<file path="src/rtl/vsm_phase_sequencer.sv">
// ---------------------------------------------------------------------------
// vsm_phase_sequencer
//
// Control sequencer for the VSM 4-bit microprocessor. It sits directly
// downstream of the 5-phase ring counter and owns the program counter,
// instruction register and run state. Memory address/strobes and the
// accumulator/ALU control strobes are decoded combinationally from the
// state, the current phase and the instruction register.
//
// Instruction timing (one instruction per ring-counter revolution):
//   Phase0/1 : fetch from PC (IR/PC update at the Phase1 edge)
//   Phase2/3 : operand access, accumulator/output load in Phase3
//   Phase4   : store strobe, branch / halt at the closing edge
//
// Ports:
//   Phase_Count      clock shared with the ring counter (rising edge)
//   invClear         synchronous active-low reset
//   Phase0..Phase4   one-hot phase strobes from the ring counter
//   Run              start request (sampled on a Phase0 edge in IDLE)
//   Step             single-step continue (only with VSM_SINGLE_STEP_EN)
//   MemData          {opcode, operand} read data
//   AccZero          accumulator-is-zero flag from the datapath
//   MemAddr          memory address
//   MemRd / MemWr    memory read / write strobes
//   AccLoad          accumulator load enable
//   AluSub           ALU subtract select
//   AluPass          ALU passes the memory operand (LDA)
//   OutLoad          output-port register load (OUT)
//   Halted           sequencer is halted
//   PhaseErr         a phase-encoding fault was detected
//   PC               current program counter
//
// Build option:
//   VSM_SINGLE_STEP_EN  adds the Step input and a PAUSE state that stops
//                       after every completed non-HLT instruction.
// ---------------------------------------------------------------------------
module vsm_phase_sequencer #(
  parameter int unsigned         PC_WIDTH = 4,
  parameter int unsigned         OP_WIDTH = 4,
  parameter logic [PC_WIDTH-1:0] RESET_PC = '0
) (
  input  logic                         Phase_Count,
  input  logic                         invClear,
  input  logic                         Phase0,
  input  logic                         Phase1,
  input  logic                         Phase2,
  input  logic                         Phase3,
  input  logic                         Phase4,
  input  logic                         Run,
`ifdef VSM_SINGLE_STEP_EN
  input  logic                         Step,
`endif
  input  logic [OP_WIDTH+PC_WIDTH-1:0] MemData,
  input  logic                         AccZero,
  output logic [PC_WIDTH-1:0]          MemAddr,
  output logic                         MemRd,
  output logic                         MemWr,
  output logic                         AccLoad,
  output logic                         AluSub,
  output logic                         AluPass,
  output logic                         OutLoad,
  output logic                         Halted,
  output logic                         PhaseErr,
  output logic [PC_WIDTH-1:0]          PC
);

  // ARM is an internal sub-state of "running": it covers the remainder of
  // the revolution after the start edge so that execution begins on the
  // next Phase0. Externally it is indistinguishable from RUN except that
  // no strobes are issued.
  typedef enum logic [2:0] {
    S_IDLE,
    S_ARM,
    S_RUN,
    S_HALT,
    S_FAULT
`ifdef VSM_SINGLE_STEP_EN
    , S_PAUSE
`endif
  } state_e;

  typedef enum logic [3:0] {
    OP_NOP = 4'h0,
    OP_LDA = 4'h1,
    OP_STA = 4'h2,
    OP_ADD = 4'h3,
    OP_SUB = 4'h4,
    OP_JMP = 4'h5,
    OP_JZ  = 4'h6,
    OP_OUT = 4'h7,
    OP_HLT = 4'hF
  } opcode_e;

  state_e                        state_q, state_d;
  logic [PC_WIDTH-1:0]           pc_q, pc_d;
  logic [OP_WIDTH+PC_WIDTH-1:0]  ir_q, ir_d;

  logic [OP_WIDTH-1:0]           opc;
  logic [PC_WIDTH-1:0]           operand;
  logic [2:0]                    phase_cnt;
  logic                          phase_ok;
  logic                          exec;
  logic                          is_lda, is_sta, is_add, is_sub;
  logic                          is_jmp, is_jz, is_out, is_hlt;

  // -------------------------------------------------------------------------
  // Instruction decode and phase sanity check
  // -------------------------------------------------------------------------
  always_comb begin
    opc     = ir_q[OP_WIDTH+PC_WIDTH-1 -: OP_WIDTH];
    operand = ir_q[PC_WIDTH-1:0];

    is_lda  = (opc == OP_WIDTH'(OP_LDA));
    is_sta  = (opc == OP_WIDTH'(OP_STA));
    is_add  = (opc == OP_WIDTH'(OP_ADD));
    is_sub  = (opc == OP_WIDTH'(OP_SUB));
    is_jmp  = (opc == OP_WIDTH'(OP_JMP));
    is_jz   = (opc == OP_WIDTH'(OP_JZ));
    is_out  = (opc == OP_WIDTH'(OP_OUT));
    is_hlt  = (opc == OP_WIDTH'(OP_HLT));

    phase_cnt = 3'(Phase0) + 3'(Phase1) + 3'(Phase2) + 3'(Phase3) + 3'(Phase4);
    phase_ok  = (phase_cnt == 3'd1);
  end

  // -------------------------------------------------------------------------
  // Next-state logic
  // -------------------------------------------------------------------------
  always_comb begin
    state_d = state_q;
    pc_d    = pc_q;
    ir_d    = ir_q;

    // A bad phase encoding overrides everything and freezes PC/IR.
    if (!phase_ok) begin
      state_d = S_FAULT;
    end else begin
      case (state_q)
        S_IDLE: begin
          if (Run && Phase0) state_d = S_ARM;
        end

        S_ARM: begin
          if (Phase4) state_d = S_RUN;
        end

        S_RUN: begin
          if (Phase1) begin
            ir_d = MemData;
            pc_d = pc_q + PC_WIDTH'(1);
          end
          if (Phase4) begin
            if (is_jmp || (is_jz && AccZero)) pc_d = operand;
            if (is_hlt) begin
              state_d = S_HALT;
            end
`ifdef VSM_SINGLE_STEP_EN
            else begin
              state_d = S_PAUSE;
            end
`endif
          end
        end

`ifdef VSM_SINGLE_STEP_EN
        S_PAUSE: begin
          if (Step && Phase0) state_d = S_ARM;
        end
`endif

        default: begin
          // HALT and FAULT are left only by reset.
          state_d = state_q;
        end
      endcase
    end
  end

  // -------------------------------------------------------------------------
  // State registers
  // -------------------------------------------------------------------------
  always_ff @(posedge Phase_Count) begin
    if (!invClear) begin
      state_q <= S_IDLE;
      pc_q    <= RESET_PC;
      ir_q    <= '0;
    end else begin
      state_q <= state_d;
      pc_q    <= pc_d;
      ir_q    <= ir_d;
    end
  end

  // -------------------------------------------------------------------------
  // Output decode
  // -------------------------------------------------------------------------
  always_comb begin
    MemAddr = pc_q;
    MemRd   = 1'b0;
    MemWr   = 1'b0;
    AccLoad = 1'b0;
    AluSub  = 1'b0;
    AluPass = 1'b0;
    OutLoad = 1'b0;

    // Strobes are suppressed during reset so a store in flight is aborted
    // cleanly, and on an illegal phase pattern so nothing fires while the
    // fault is being latched.
    exec = invClear && phase_ok && (state_q == S_RUN);

    if (exec) begin
      if (Phase0 || Phase1) begin
        MemRd = 1'b1;
      end
      if (Phase2 || Phase3) begin
        MemAddr = operand;
        MemRd   = is_lda || is_add || is_sub;
      end
      if (Phase3) begin
        AccLoad = is_lda || is_add || is_sub;
        AluPass = is_lda;
        AluSub  = is_sub;
        OutLoad = is_out;
      end
      if (Phase4 && is_sta) begin
        MemAddr = operand;
        MemWr   = 1'b1;
      end
    end

    Halted   = (state_q == S_HALT);
    PhaseErr = (state_q == S_FAULT);
    PC       = pc_q;
  end

endmodule

</file>
<file path="config.mk">
export PLATFORM = sky130hd
export DESIGN_NAME = vsm_phase_sequencer
export DESIGN_NICKNAME = d
export VERILOG_FILES = /design/src/rtl/vsm_phase_sequencer.sv
export SDC_FILE = /design/constraint.sdc
export NUM_CORES = 1
export LEC_CHECK = 0
export ABC_AREA = 1
export CAP_MARGIN = 20
export CELL_PAD_IN_SITES_DETAIL_PLACEMENT = 1
export CELL_PAD_IN_SITES_GLOBAL_PLACEMENT = 1
export CORE_ASPECT_RATIO = 2
export CORE_MARGIN = 4
export CORE_UTILIZATION = 33
export CTS_BUF_LIST = sky130_fd_sc_hd__clkbuf_16
export DETAILED_ROUTE_END_ITERATION = 10
export GPL_TIMING_DRIVEN = 0
export PLACE_DENSITY = 0.89
export SLEW_MARGIN = 20
export SYNTH_ARGS = -nofsm -noshare
export SYNTH_HDL_FRONTEND = slang
export SYNTH_SLANG_ARGS = --single-unit
</file>
<file path="constraint.sdc">
create_clock -name Phase_Count -period 5.6 [get_ports Phase_Count]
set_input_delay 1.12 -clock Phase_Count [delete_from_list [all_inputs] [get_ports Phase_Count]]
set_output_delay 1.12 -clock Phase_Count [all_outputs]
set_load 0.03 [all_outputs]
</file>
==> impl_metrics.env, run 1 <==
export IMPL_antenna_violating_nets_post_route=0
export IMPL_gp_congestion=0.870
export IMPL_placeableCoreArea_um2=2980
export IMPL_yosysMostFrequentCell="sky130_fd_sc_hd__nand2_1"
export IMPL_unrepaired_setup_endpoints_after_global_routing="false"
export IMPL_hp_class="reg -> reg"
export IMPL_die_area_um2=4130
export IMPL_first_global_vias=1303
export IMPL_avgViaCountPerCell=5.23
export IMPL_finalClockSkew_ps=3.92
export IMPL_globalRouteMet1Util_pct=17.2
export IMPL_post_cts_resized_instances=9
export IMPL_finalHoldViolCount=0
export IMPL_numCtsBuffers=3
export IMPL_grt_antenna_before_repair=0
export IMPL_synth_ff_type="sky130_fd_sc_hd__dfxtp_1"
export IMPL_synthDominantAreaCellType="sky130_fd_sc_hd__dfxtp_1"
export IMPL_layout_drive_gt1_share_pct=8.42
export IMPL_global_route_met2_utilization_pct=36.6
export IMPL_path_clk_slew_ps=50
export IMPL_ctsLongestPathBuffers=2
export IMPL_post_synth_inst_count=155
export IMPL_remaining_drc_errors=0
export IMPL_async_reset_ff_share_pct=0
export IMPL_horizontal_die_dimension_um=47.5
export IMPL_total_leakage_power_nw=0.605
export IMPL_postCtsHoldBufs=0
export IMPL_cts_root_buffer_cell="sky130_fd_sc_hd__clkbuf_16"
export IMPL_synth_sequential_area_ratio_pct=29.2
export IMPL_number_of_diodes_added_for_antenna_fixing=0
export IMPL_post_route_period_util_pct=97.2
export IMPL_finalPower_w=0.000288
export IMPL_design_portCount=33
export IMPL_end_kind="primary output"
export IMPL_reg2regPathDepth=6
export IMPL_drv_max_cap_violation_count=0
export IMPL_number_of_nets_in_the_synthesized_netlist=177
export IMPL_core_rowCount=28
export IMPL_hold_slack_ps=518
export IMPL_yosys_warnings=0
export IMPL_dp_hpwl_um=2800
export IMPL_finalWirelength_um=3410
export IMPL_total_overflow_reported_by_the_global_router=0
export IMPL_global_route_usage_total_pct=18.9
export IMPL_initial_core_util_pct=34.5
export IMPL_detailedRoute_firstIterationViolations=33
export IMPL_final_nets=213
export IMPL_wire_per_inst_um=15.5
export IMPL_grt_pass1_wl_um=5710
export IMPL_clock_sink_count=15
export IMPL_synth_enable_flop_cells=0
export IMPL_worst_setup_path_start_kind="input pin"
export IMPL_outcome="complete, no violations"
export IMPL_crit_type="in -> out"
export IMPL_synth_lib_cells_used_distinct=26
export IMPL_critical_path_peak_fanout=7
export IMPL_synth_ff_latch_count=15
export IMPL_cts_tree="yes"
export IMPL_synth_area_per_cell_um2=6.64
export IMPL_grt_busiest_layer="met2"
export IMPL_layout_filler_cells=418
export IMPL_area_growth_pct=40.5
export IMPL_synth_top_cells_by_count="sky130_fd_sc_hd__nand2_1, sky130_fd_sc_hd__inv_1, sky130_fd_sc_hd__a21oi_1, sky130_fd_sc_hd__dfxtp_1, sky130_fd_sc_hd__nor2_1"
export IMPL_ys_top_cells_by_area="sky130_fd_sc_hd__dfxtp_1, sky130_fd_sc_hd__nand2_1, sky130_fd_sc_hd__inv_1"
export IMPL_pwr_density_cell_nw_per_um2=199
export IMPL_cts_post_setup_buffers_inserted=0
export IMPL_clkLatencyLatePin_ps=240
export IMPL_whs_path_depth=2
export IMPL_yosys_area_top_type_share_pct=29.2
export IMPL_irDropWorstVdd_uv=170
export IMPL_cp_data_arrival_time_ps=4330
export IMPL_detailedPlace_worstSlack_ps=-59.9
export IMPL_fmax_ghz=0.184
export IMPL_layout_min_cycle_time_ps=5450
export IMPL_die_height_um=87.0
export IMPL_htreeDepth=1
export IMPL_postLayoutSetupSlackWorst_ps=154
export IMPL_timing_max_transition_violations_final=0
export IMPL_final_setup_viol_count=0
export IMPL_worst_endpoint_required_ps=4480
export IMPL_maxSlewHeadroom_pct=76.8
export IMPL_numPortBuffers=31
export IMPL_grt_start_max_net_pins=11
export IMPL_timing_worst_slew_pin_value_ps=347
export IMPL_synth_cell_area_um2=1030
export IMPL_drt_pass1_iterations=4
export IMPL_grt_use_met3_pct=3.11
export IMPL_totalNegativeSetupSlack_ps=0
export IMPL_detailed_route_via_count=1151
==> logic make-up (layout without fill, tap and decap cells) <==
family                     after synthesis  in the layout  synth area share (%)
DFF                                     15             15                  29.2
and+or+nand+nor                         70             70                  32.7
AOI/OAI and AO/OA                       33             33                  16.8
buffers and inverters                   30             65                  12.0
adders and majority gates                5              5                  7.54
xor gates and xnor gates                 2              2                  1.70
==> report_power, final <==
part | total (W) | switching [W] | internal (W)
combinational | 0.0000387 | 0.0000206 | 0.0000180
clock | 0.000140 | 0.0000446 | 0.0000954
sequential | 0.000109 | 0.000000952 | 0.000108
total | 0.000288 | 0.0000662 | 0.000221
==> worst max-delay path, cell delays in order <==
cell                              delay, ps
sky130_fd_sc_hd__clkdlybuf4s50_1        490
sky130_fd_sc_hd__inv_1                   80
sky130_fd_sc_hd__fa_1                   500
sky130_fd_sc_hd__fa_1                   390
sky130_fd_sc_hd__inv_1                   70
sky130_fd_sc_hd__ha_1                   230
sky130_fd_sc_hd__nor2_1                 100
sky130_fd_sc_hd__nand2_1                120
sky130_fd_sc_hd__nor2_4                 260
sky130_fd_sc_hd__inv_4                  100
sky130_fd_sc_hd__nor3_1                 170
sky130_fd_sc_hd__clkdlybuf4s50_1        700
==> metrics by stage <==
stage               instance area, µm²  utilization [%]  instances
finish                            1450             48.5        220
global route                      1450             48.5        220
detailed placement                1380             46.2        216
floorplan                         1030                -        155
CTS                               1450             48.5        220
global placement                  1380             46.2        216
==> placed cells by master, fill, tap and decap left out, types with 2 or more instances in the layout <==
cell                              Yosys  final
sky130_fd_sc_hd__a21boi_0             2      2
sky130_fd_sc_hd__clkdlybuf4s50_1      0     22
sky130_fd_sc_hd__nand2_1             33     33
sky130_fd_sc_hd__nand4_1              2      2
sky130_fd_sc_hd__dlygate4sd2_1        0      9
sky130_fd_sc_hd__o21ai_0              7      7
sky130_fd_sc_hd__nor3_1               3      3
sky130_fd_sc_hd__nor2_1              14     14
sky130_fd_sc_hd__ha_1                 3      3
sky130_fd_sc_hd__a21oi_1             15     15
sky130_fd_sc_hd__inv_1               26     26
sky130_fd_sc_hd__o21ai_1              8      8
sky130_fd_sc_hd__fa_1                 2      2
sky130_fd_sc_hd__clkbuf_16            0      3
sky130_fd_sc_hd__nand3_1             10     10
sky130_fd_sc_hd__nand2_2              3      3
sky130_fd_sc_hd__dfxtp_1             15     15
==> per-layer routing <==
| layer | share of wire [%] | wire (µm) | vias to the layer above |
|---|---|---|---|
| met3 | 3.2 | 109 | 7 |
| met5 | 0 | 0 | - |
| li1 | - | - | 567 |
| met2 | 61 | 2090 | 24 |
| met4 | 2.1 | 71 | 0 |
| met1 | 33 | 1140 | 553 |
==> registers in the layout, indices dropped and copies added (netlist names) <==
name / count
ir_q: 8
state_q: 3
PC: 4
==> final cells by class <==
class	instances	area, µm²	area share (%)
Buffer	2	16.3	1.13
Clock buffer	3	75.1	5.19
Clock inverter	1	5.00	0.346
Inverter	28	108	7.45
Multi-Input combinational cell	110	604	41.8
Sequential cell	15	300	20.8
Tap cell	30	37.5	2.60
Timing Repair Buffer	31	299	20.7
==> worst paths after layout <==
check,from,endpoint,slack [ps]
setup reg to reg,state_q[1],ir_q[6],4150
hold reg to reg,ir_q[3],ir_q[3],520
setup / recovery,Phase0,MemWr,150
hold / removal,ir_q[3],ir_q[3],520
Note: power is estimated with default switching activity, not from simulation.
==> run 2, diff against run 1 <==
--- a/config.mk
+++ b/config.mk
@@ -10,11 +10,10 @@
 export CELL_PAD_IN_SITES_DETAIL_PLACEMENT = 1
 export CELL_PAD_IN_SITES_GLOBAL_PLACEMENT = 1
 export CORE_ASPECT_RATIO = 2
-export CORE_MARGIN = 4
 export CORE_UTILIZATION = 33
 export CTS_BUF_LIST = sky130_fd_sc_hd__clkbuf_16
 export DETAILED_ROUTE_END_ITERATION = 10
-export GPL_TIMING_DRIVEN = 0
+export GPL_TIMING_DRIVEN = 1
 export PLACE_DENSITY = 0.89
 export SLEW_MARGIN = 20
 export SYNTH_ARGS = -nofsm -noshare
==> impl_metrics.env, run 2 (synthesized netlist as in run 1, its figures left out) <==
export IMPL_post_route_period_util_pct=96.8
export IMPL_avgViaCountPerCell=5.23
export IMPL_top_register="ir_q"
export IMPL_worst_setup_path_start_kind="input pin"
export IMPL_totalNegativeSetupSlack_ps=0
export IMPL_grt_antenna_before_repair=0
export IMPL_flip_flop_count_of_the_largest_register_all_copies_and_words_added=8
export IMPL_reg2reg_setup_slack_ps=4190
export IMPL_global_route_usage_total_pct=21.0
export IMPL_gp_congestion=0.797
export IMPL_ctsLongestPathBuffers=2
export IMPL_worst_hold_path_endpoint="ir_q[1]"
export IMPL_reg2regPathDepth=6
export IMPL_end_kind="primary output"
export IMPL_number_of_diodes_added_for_antenna_fixing=0
export IMPL_whs_path_depth=2
export IMPL_timing_max_transition_violations_final=0
export IMPL_finalHoldViolCount=0
export IMPL_remaining_drc_errors=0
export IMPL_placeableCoreArea_um2=2940
export IMPL_worst_endpoint_required_ps=4480
export IMPL_maxSlewHeadroom_pct=76.3
export IMPL_final_nets=214
export IMPL_clkLatencyLatePin_ps=240
export IMPL_leading_cell_type_in_the_layout_fill_and_taps_excluded="sky130_fd_sc_hd__nand2_1"
export IMPL_timing_worst_slew_pin_value_ps=356
export IMPL_irDropWorstVdd_uv=126
export IMPL_core_rowCount=28
export IMPL_finalWirelength_um=3190
export IMPL_cp_data_arrival_time_ps=4300
export IMPL_fmax_ghz=0.185
export IMPL_htreeDepth=1
export IMPL_post_cts_resized_instances=0
export IMPL_total_overflow_reported_by_the_global_router=0
export IMPL_design_portCount=33
export IMPL_postCtsHoldBufs=0
export IMPL_numPortBuffers=32
export IMPL_first_global_vias=1276
export IMPL_unrepaired_setup_endpoints_after_global_routing="false"
export IMPL_outcome="complete, no violations"
export IMPL_numCtsBuffers=3
export IMPL_hold_slack_ps=490
export IMPL_cts_post_setup_buffers_inserted=0
export IMPL_path_clk_slew_ps=50
export IMPL_mostFrequentLayoutCells="sky130_fd_sc_hd__nand2_1, sky130_fd_sc_hd__inv_1, sky130_fd_sc_hd__clkdlybuf4s50_1"
export IMPL_grt_pass1_wl_um=5530
export IMPL_crit_type="in -> out"
export IMPL_grt_start_max_net_pins=16
export IMPL_critical_path_peak_fanout=6
export IMPL_cts_tree="yes"
export IMPL_antenna_violating_nets_post_route=0
export IMPL_detailedRoute_firstIterationViolations=22
export IMPL_total_leakage_power_nw=0.584
export IMPL_finalClockSkew_ps=1.24
export IMPL_r2r_end="ir_q[2]"
export IMPL_rr_startpoint="state_q[1]"
export IMPL_initial_core_util_pct=34.9
export IMPL_area_growth_pct=40.4
export IMPL_layout_drive_gt1_share_pct=12.0
export IMPL_drt_pass1_iterations=4
export IMPL_pwr_density_cell_nw_per_um2=198
export IMPL_cts_root_buffer_cell="sky130_fd_sc_hd__clkbuf_16"
export IMPL_utilization_pct=49.1
export IMPL_die_area_um2=3360
export IMPL_horizontal_die_dimension_um=41.5
export IMPL_detailed_route_via_count=1156
export IMPL_hp_class="reg -> reg"
export IMPL_worst_min_path_start="ir_q[1]"
export IMPL_die_height_um=81.0
export IMPL_drv_max_cap_violation_count=0
export IMPL_dp_hpwl_um=2550
export IMPL_wire_per_inst_um=14.4
export IMPL_final_setup_viol_count=0
export IMPL_layout_min_cycle_time_ps=5420
export IMPL_clock_sink_count=15
run 2: worst max-delay path by stage:
stage	startpoint	to	cells after the start
after floorplan	Phase1	MemWr	11
after global placement	Phase0	MemRd	14
after detailed placement	Phase0	MemRd	14
after CTS	Phase0	MemRd	14
after global routing	Phase3	MemRd	14
final	Phase0	MemRd	14
run 2: metrics by stage:
stage / std cells / instance area (µm²) / power (W) / setup WS [ps]
global placement: 217 / 1370 / 0.000148 / 317
global route: 221 / 1440 / 0.000296 / 48.4
CTS: 221 / 1440 / 0.000288 / 161
floorplan: 155 / 1030 / 0.000130 / 894
finish: 221 / 1440 / 0.000286 / 181
detailed placement: 217 / 1370 / 0.000151 / 149
run 2: per-layer routing:
metal / global-route usage, % / wire, µm
met5: 0 / 0
met4: 10.3 / 95
met3: 1.78 / 80
met2: 43.3 / 1950
met1: 19.5 / 1060
run 2: critical path: stages:
cell and delay (ps):
sky130_fd_sc_hd__clkdlybuf4s50_1 480, sky130_fd_sc_hd__inv_1 80, sky130_fd_sc_hd__fa_1 490, sky130_fd_sc_hd__fa_1 370
sky130_fd_sc_hd__inv_1 80, sky130_fd_sc_hd__ha_1 230, sky130_fd_sc_hd__nor2_1 120, sky130_fd_sc_hd__nand2_1 130
sky130_fd_sc_hd__nor2_4 170, sky130_fd_sc_hd__inv_4 70, sky130_fd_sc_hd__nor2_8 100, sky130_fd_sc_hd__o21ai_1 70
sky130_fd_sc_hd__a21oi_1 110, sky130_fd_sc_hd__clkdlybuf4s50_1 680
run 2: layout make-up:
class                      instances  area [µm²]
tap                               30        37.5
inverter                          28         108
clock inverter                     1        3.75
multi-input combinational        110         604
timing repair buffer              34         315
clock buffer                       3        75.1
sequential                        15         300
fill                             396        1500
run 2: report_power, final:
group / switching [W] / total (W) / leakage, nW / internal [W]
Combinational: 0.0000208 / 0.0000395 / 0.420 / 0.0000187
Sequential: 0.00000112 / 0.000109 / 0.121 / 0.000108
Clock: 0.0000431 / 0.000138 / 0.0423 / 0.0000946
Total: 0.0000650 / 0.000286 / 0.584 / 0.000221
